## src/rtl/muxn_pkg.sv

```systemverilog
// Shared definitions for the muxn_reg slice: selection-mode constants and the
// select-width helper used to size channel indices.
package muxn_pkg;

   localparam int MUXN_FIXED = 0;
   localparam int MUXN_RR    = 1;

   // Width of a channel index; never narrower than one bit.
   function automatic int selWidth(input int n);
      return (n < 2) ? 1 : $clog2(n);
   endfunction

endpackage

```

## src/rtl/muxn_rr_arb.sv

```systemverilog
// Round-robin arbiter for muxn_reg: picks the first requesting channel at or
// after the rotating pointer, and moves the pointer past the grant on advance.
module muxn_rr_arb
   import muxn_pkg::*;
#(
   parameter int N = 4
) (
   input  logic                   i_clk,
   input  logic                   i_rst,
   input  logic [N-1:0]           i_req,
   input  logic                   i_advance,
   output logic [selWidth(N)-1:0] o_grant,
   output logic                   o_grantValid
);

   localparam int SW = selWidth(N);

   logic [SW-1:0] r_ptr;

   // Wrapped candidates (below the pointer) are scanned first so that any
   // candidate at or above the pointer overrides them; the lowest index wins.
   always_comb begin
      o_grant      = '0;
      o_grantValid = 1'b0;
      for (int c = N - 1; c >= 0; c--) begin
         if (i_req[c] && (SW'(c) < r_ptr)) begin
            o_grant      = SW'(c);
            o_grantValid = 1'b1;
         end
      end
      for (int c = N - 1; c >= 0; c--) begin
         if (i_req[c] && (SW'(c) >= r_ptr)) begin
            o_grant      = SW'(c);
            o_grantValid = 1'b1;
         end
      end
   end

   always_ff @(posedge i_clk) begin
      if (i_rst) begin
         r_ptr <= '0;
      end else if (i_advance && o_grantValid) begin
         r_ptr <= (int'(o_grant) == N - 1) ? '0 : o_grant + 1'b1;
      end
   end

endmodule

```

## src/rtl/muxn_reg.sv

```systemverilog
// N-to-1 registered multiplexer with valid/ready handshakes, fixed or round-robin
// channel selection; define MUXN_REG_PARITY_EN to add the registered OUT_PAR bit.
module muxn_reg
   import muxn_pkg::*;
#(
   parameter int N    = 4,
   parameter int W    = 8,
   parameter int MODE = MUXN_FIXED
) (
   input  logic                   CLK,
   input  logic                   RST,
   input  logic [N*W-1:0]         IN_DATA,
   input  logic [N-1:0]           IN_VALID,
   output logic [N-1:0]           IN_READY,
   input  logic [selWidth(N)-1:0] SEL,
   input  logic                   SEL_LOAD,
   output logic                   SEL_ERR,
   output logic [W-1:0]           OUT_DATA,
   output logic [selWidth(N)-1:0] OUT_CH,
   output logic                   OUT_VALID,
   input  logic                   OUT_READY
`ifdef MUXN_REG_PARITY_EN
   ,
   output logic                   OUT_PAR
`endif
);

   localparam int SW = selWidth(N);

   logic [SW-1:0] r_selQ;
   logic          r_selErr;
   logic [W-1:0]  r_outData;
   logic [SW-1:0] r_outCh;
   logic          r_outValid;

   logic          w_slotFree;
   logic          w_xfer;
   logic          w_haveChosen;
   logic [SW-1:0] w_chosen;
   logic [W-1:0]  w_chosenData;
   logic          w_chosenValid;
   logic [N-1:0]  w_inReady;

   assign w_slotFree = !r_outValid || OUT_READY;

   generate
      if (MODE == MUXN_RR) begin : g_rr
         logic [SW-1:0] w_rrGrant;
         logic          w_rrValid;

         muxn_rr_arb #(
            .N(N)
         ) u_arb (
            .i_clk       (CLK),
            .i_rst       (RST),
            .i_req       (IN_VALID),
            .i_advance   (w_xfer),
            .o_grant     (w_rrGrant),
            .o_grantValid(w_rrValid)
         );

         assign w_chosen     = w_rrGrant;
         assign w_haveChosen = w_rrValid;
      end else begin : g_fixed
         assign w_chosen     = r_selQ;
         assign w_haveChosen = 1'b1;
      end
   endgenerate

   // Route the chosen channel; ready is offered only to it, never during reset.
   always_comb begin
      w_chosenData  = '0;
      w_chosenValid = 1'b0;
      w_inReady     = '0;
      for (int c = 0; c < N; c++) begin
         if (w_haveChosen && (w_chosen == SW'(c))) begin
            w_chosenData  = IN_DATA[c*W +: W];
            w_chosenValid = IN_VALID[c];
            w_inReady[c]  = w_slotFree && !RST;
         end
      end
   end

   assign w_xfer = w_haveChosen && w_chosenValid && w_slotFree && !RST;

   always_ff @(posedge CLK) begin
      if (RST) begin
         r_outValid <= 1'b0;
         r_outData  <= '0;
         r_outCh    <= '0;
      end else if (w_xfer) begin
         r_outValid <= 1'b1;
         r_outData  <= w_chosenData;
         r_outCh    <= w_chosen;
      end else if (OUT_READY) begin
         r_outValid <= 1'b0;
      end
   end

   // Out-of-range loads are rejected and flagged for exactly one cycle.
   always_ff @(posedge CLK) begin
      if (RST) begin
         r_selQ   <= '0;
         r_selErr <= 1'b0;
      end else begin
         r_selErr <= 1'b0;
         if ((MODE == MUXN_FIXED) && SEL_LOAD) begin
            if (int'(SEL) < N) begin
               r_selQ <= SEL;
            end else begin
               r_selErr <= 1'b1;
            end
         end
      end
   end

`ifdef MUXN_REG_PARITY_EN
   logic r_outPar;

   always_ff @(posedge CLK) begin
      if (RST) begin
         r_outPar <= 1'b0;
      end else if (w_xfer) begin
         r_outPar <= ^w_chosenData;
      end
   end

   assign OUT_PAR = r_outPar;
`endif

   assign IN_READY  = w_inReady;
   assign SEL_ERR   = r_selErr;
   assign OUT_DATA  = r_outData;
   assign OUT_CH    = r_outCh;
   assign OUT_VALID = r_outValid;

endmodule

```

## config.mk

```make
export PLATFORM = sky130hd
export DESIGN_NAME = muxn_reg
export DESIGN_NICKNAME = d
export VERILOG_FILES = /design/src/rtl/muxn_pkg.sv /design/src/rtl/muxn_rr_arb.sv /design/src/rtl/muxn_reg.sv
export SDC_FILE = /design/constraint.sdc
export NUM_CORES = 1
export LEC_CHECK = 0
export ABC_AREA = 0
export BUFFER_PORTS_ARGS = -buffer_cell sky130_fd_sc_hd__buf_4
export CORE_MARGIN = 3
export CORE_UTILIZATION = 44
export CTS_CLUSTER_SIZE = 30
export DETAILED_ROUTE_END_ITERATION = 7
export PLACE_DENSITY_LB_ADDON = 0.12
export SLEW_MARGIN = 20
export SYNTH_ARGS = -nofsm -noshare
export SYNTH_HDL_FRONTEND = slang
export SYNTH_SLANG_ARGS = --single-unit
```

## constraint.sdc

```tcl
create_clock -name CLK -period 2.1 [get_ports CLK]
set_input_delay 0.21 -clock CLK [delete_from_list [all_inputs] [get_ports CLK]]
set_output_delay 0.21 -clock CLK [all_outputs]
set_load 0.1 [all_outputs]
```

==> results.md <==
* Final setup violation count at 0
* Post-route fraction of the period consumed by the critical path at 0.868
* CTS Root Cell: clkbuf_4
* Net count after synthesis at 123
* RSZ-0062 raised after global routing: no
* Filler cell count in the final layout at 142
* DRT Pass-1 Iters at 4
* Warnings, synthesis at 0
* Average wire per cell in the routed design at 15.8 um
* Share of synthesized cell area in and, or, nand and nor gates at 0.165
* Clock power frac at 0.187
* Number of antenna violations at the first check in global routing at 0
* Via count of the first global-routing pass at 901
* Summed instance area of the synthesized netlist at 896 um2
* Worst Setup Slack, final at 0.278 ns
* Weighted congestion at the end of routability-driven global placement at 0.803
* Count of buffers inserted at the top-level ports at 56
* Worst rel slew slack at 0.607
* CTS H-tree depth at 1
* Run status: finished clean
* Layout net count at 177
* Fraction of layout cells with a size suffix above 1 at 0.545
* Worst EP arrival at 1.61 ns
* Shortest clock period the worst path allows after layout at 1.82 ns
* Worst Setup Path Type: flip-flop to output port
* Number of cell rows at 15
* Number of setup buffers added after CTS at 0
* Psw at 0.000337 W
* Synth Area in Compound Gates at 0.123
* Number of synthesized flops with an enable pin at 0
* Area added between synthesis and finish at 51.3%
* Vias after detailed routing at 894
* Syn avg cell area at 11.1 um2
* Internal Power at 0.000477 W
* Commonest cells in the synthesized netlist: dfxtp_1 (13), a21oi_1 (11), nand3_1 (9), o21ai_1 (9), mux4_1 (7)
* Sequential-to-total area share from yosys stat at 0.291
* Antenna viol nets, final at 0
* Part of the power in registers at 0.351
* Final core utilization at 0.744
* CP endpoint kind: output port
* Power after layout at 0.000813 W
* Area inside the core boundary at 0.00182 mm2
* Maximum buffer depth of the clock tree at 2
* Clock sink total at 13
* Power Density at 600 mW/mm2
* Share of total power consumed by net switching at 0.414
* First-pass GRT wire length at 3910 um
* Resized Gates After CTS at 0
* Worst hold path type: primary input to flip-flop
* Worst slack, placed at 0.336 ns
* Required arrival time at the worst endpoint at 1.89 ns
* Detailed-route DRC error count at 0
* Hold Slack at 0.173 ns
* CP startpoint kind: flip-flop
* Setup Skew at 0.00373 ns
* Largest net degree at the start of global routing at 18
* Clock transition time at the flip-flop clock pins of the worst setup and hold paths at 0.08 ns
* Count of maximum capacitance violations at 0
* Die height at 51.1 um
* Flop and latch count out of synthesis at 13
* Number of CTS-inserted buffers at 3
* Total grt overflow at 0
* Hold Fails Final Rpt at 0
* Measured slew at the worst slew-check pin at 0.588 ns
* Max Clk Rate at 549 MHz
* Initial core utilization at 0.492
* Top area cells in the synthesized netlist: dfxtp_1 (29%), mux4_1 (21%), a21oi_1 (6.1%), nand3_1 (5.0%), o21ai_1 (5.0%)
* Number of instances in the synthesized netlist at 81
* Unique masters post-synth at 25
* Number of I/O pins at 58
* Largest family of logic cells by synthesized area: multiplexers
* Gate power share at 0.462
* Async SR Flop Fraction at 0
* Cell with the most instances after synthesis: dfxtp_1
* Wire length reported by the detailed router at 2520 um
* Worst vdd ir at 0.344 mV
* Starting DRC count in detailed routing at 23
* Total die area at 0.00261 mm2
* TritonCTS clock tree: built
* Maximum net fanout on the critical path at 12
* Synth top area share at 0.291
* Post-synthesis share of cell area spent on xor and xnor gates at 0
* Leak at 0.586 nW
* Global-route usage over all layers at 0.200
* Setup TNS after final layout at 0 ns
* Cell accounting for the most synthesized area: dfxtp_1
* Die width at 51.1 um
* Via-to-Cell Ratio at 5.62
* Diodes inserted at 0
* Clock latency of the later-clocked register in the worst-skew pair at 0.27 ns
* Most instantiated flip-flop cell in the synthesis netlist: dfxtp_1
* Multiplexer area fraction after synthesis at 0.309
* Adder-cell share of the synthesized area at 0
* Sum of net half-perimeters after detailed placement at 2040 um
* Total of hold buffers inserted after clock tree synthesis at 0
* Number of pins with negative max-slew slack in the final report at 0
[worst max-delay path: stages (launching register included)]
cell and delay [ns]:
dfxtp_1 0.50, buf_4 0.27, nor4_4 0.25, buf_4 0.33
[routing by layer]
layer | share of wire | wire length, um | track usage | vias up
met5 | 0 | 0 | 0 | -
met4 | 0.0060 | 15 | 0.0717 | 0
met3 | 0.091 | 229 | 0.0379 | 2
met2 | 0.57 | 1430 | 0.395 | 45
met1 | 0.34 | 848 | 0.202 | 426
li1 | - | - | - | 421
[registers in the layout (all words and copies together) (netlist names)]
register and count:
OUT_DATA 8, OUT_CH 2, r_selQ 2, OUT_VALID 1
[final cells by class]
class	count	area (um2)	share of cell area
multi-input combinational	59	586	0.432
timing repair buffer	58	448	0.331
sequential	13	264	0.195
tap	25	31.3	0.0231
clock buffer	4	26.3	0.0194
[final timing paths]
check              start     endpoint  slack [ns]  depth (start not counted)
min               SEL[0]    r_selQ[0]        0.17                          3
min reg2reg  OUT_DATA[0]  OUT_DATA[0]        0.47                          2
max reg2reg    r_selQ[1]  OUT_DATA[3]        0.29                          4
max            r_selQ[1]  IN_READY[0]        0.28                          3
[placed cells by master, fill, tap and decap left out]
cell type and count:
buf_12 1, clkbuf_1 1, dfxtp_1 12, nor4_4 1, nand3_1 9, buf_4 57
a21oi_1 11, o21ai_0 2, mux2_2 1, and4b_1 1, mux4_2 1, nor2_1 3
mux2_4 1, nor4b_4 2, o21ai_1 9, mux4_1 7, and3_4 1, nor2b_2 1
mux2i_2 1, conb_1 1, clkbuf_4 3, dfxtp_4 1, or3_1 1, nand3_2 1
or2b_1 1, nor3_4 1, mux2i_1 3
[power groups by stage]
stage	clock network (W)	registers (W)	logic (W)
finish	0.000152	0.000286	0.000376
global route	0.000164	0.000288	0.000393
CTS	0.000158	0.000286	0.000377
detailed placement	0	0.000292	0.000376
global placement	0	0.000290	0.000369
floorplan	0	0.000408	0.000159
[through the flow]
stage	std cells	area, um2
after floorplan	81	947
after global placement	155	1330
after detailed placement	155	1330
after CTS	159	1360
after global routing	159	1360
final	159	1360
[cells by family (layout without fill, tap and decap cells)]
kind of cell           after synthesis  in the layout
multiplexers                        14             14
buffers and inverters                9             62
AND/OR/NAND/NOR                     22             22
flip-flops                          13             13
AO/OA/AOI/OAI                       22             22
other                                1              1
Power figures use the tool's default switching activity.
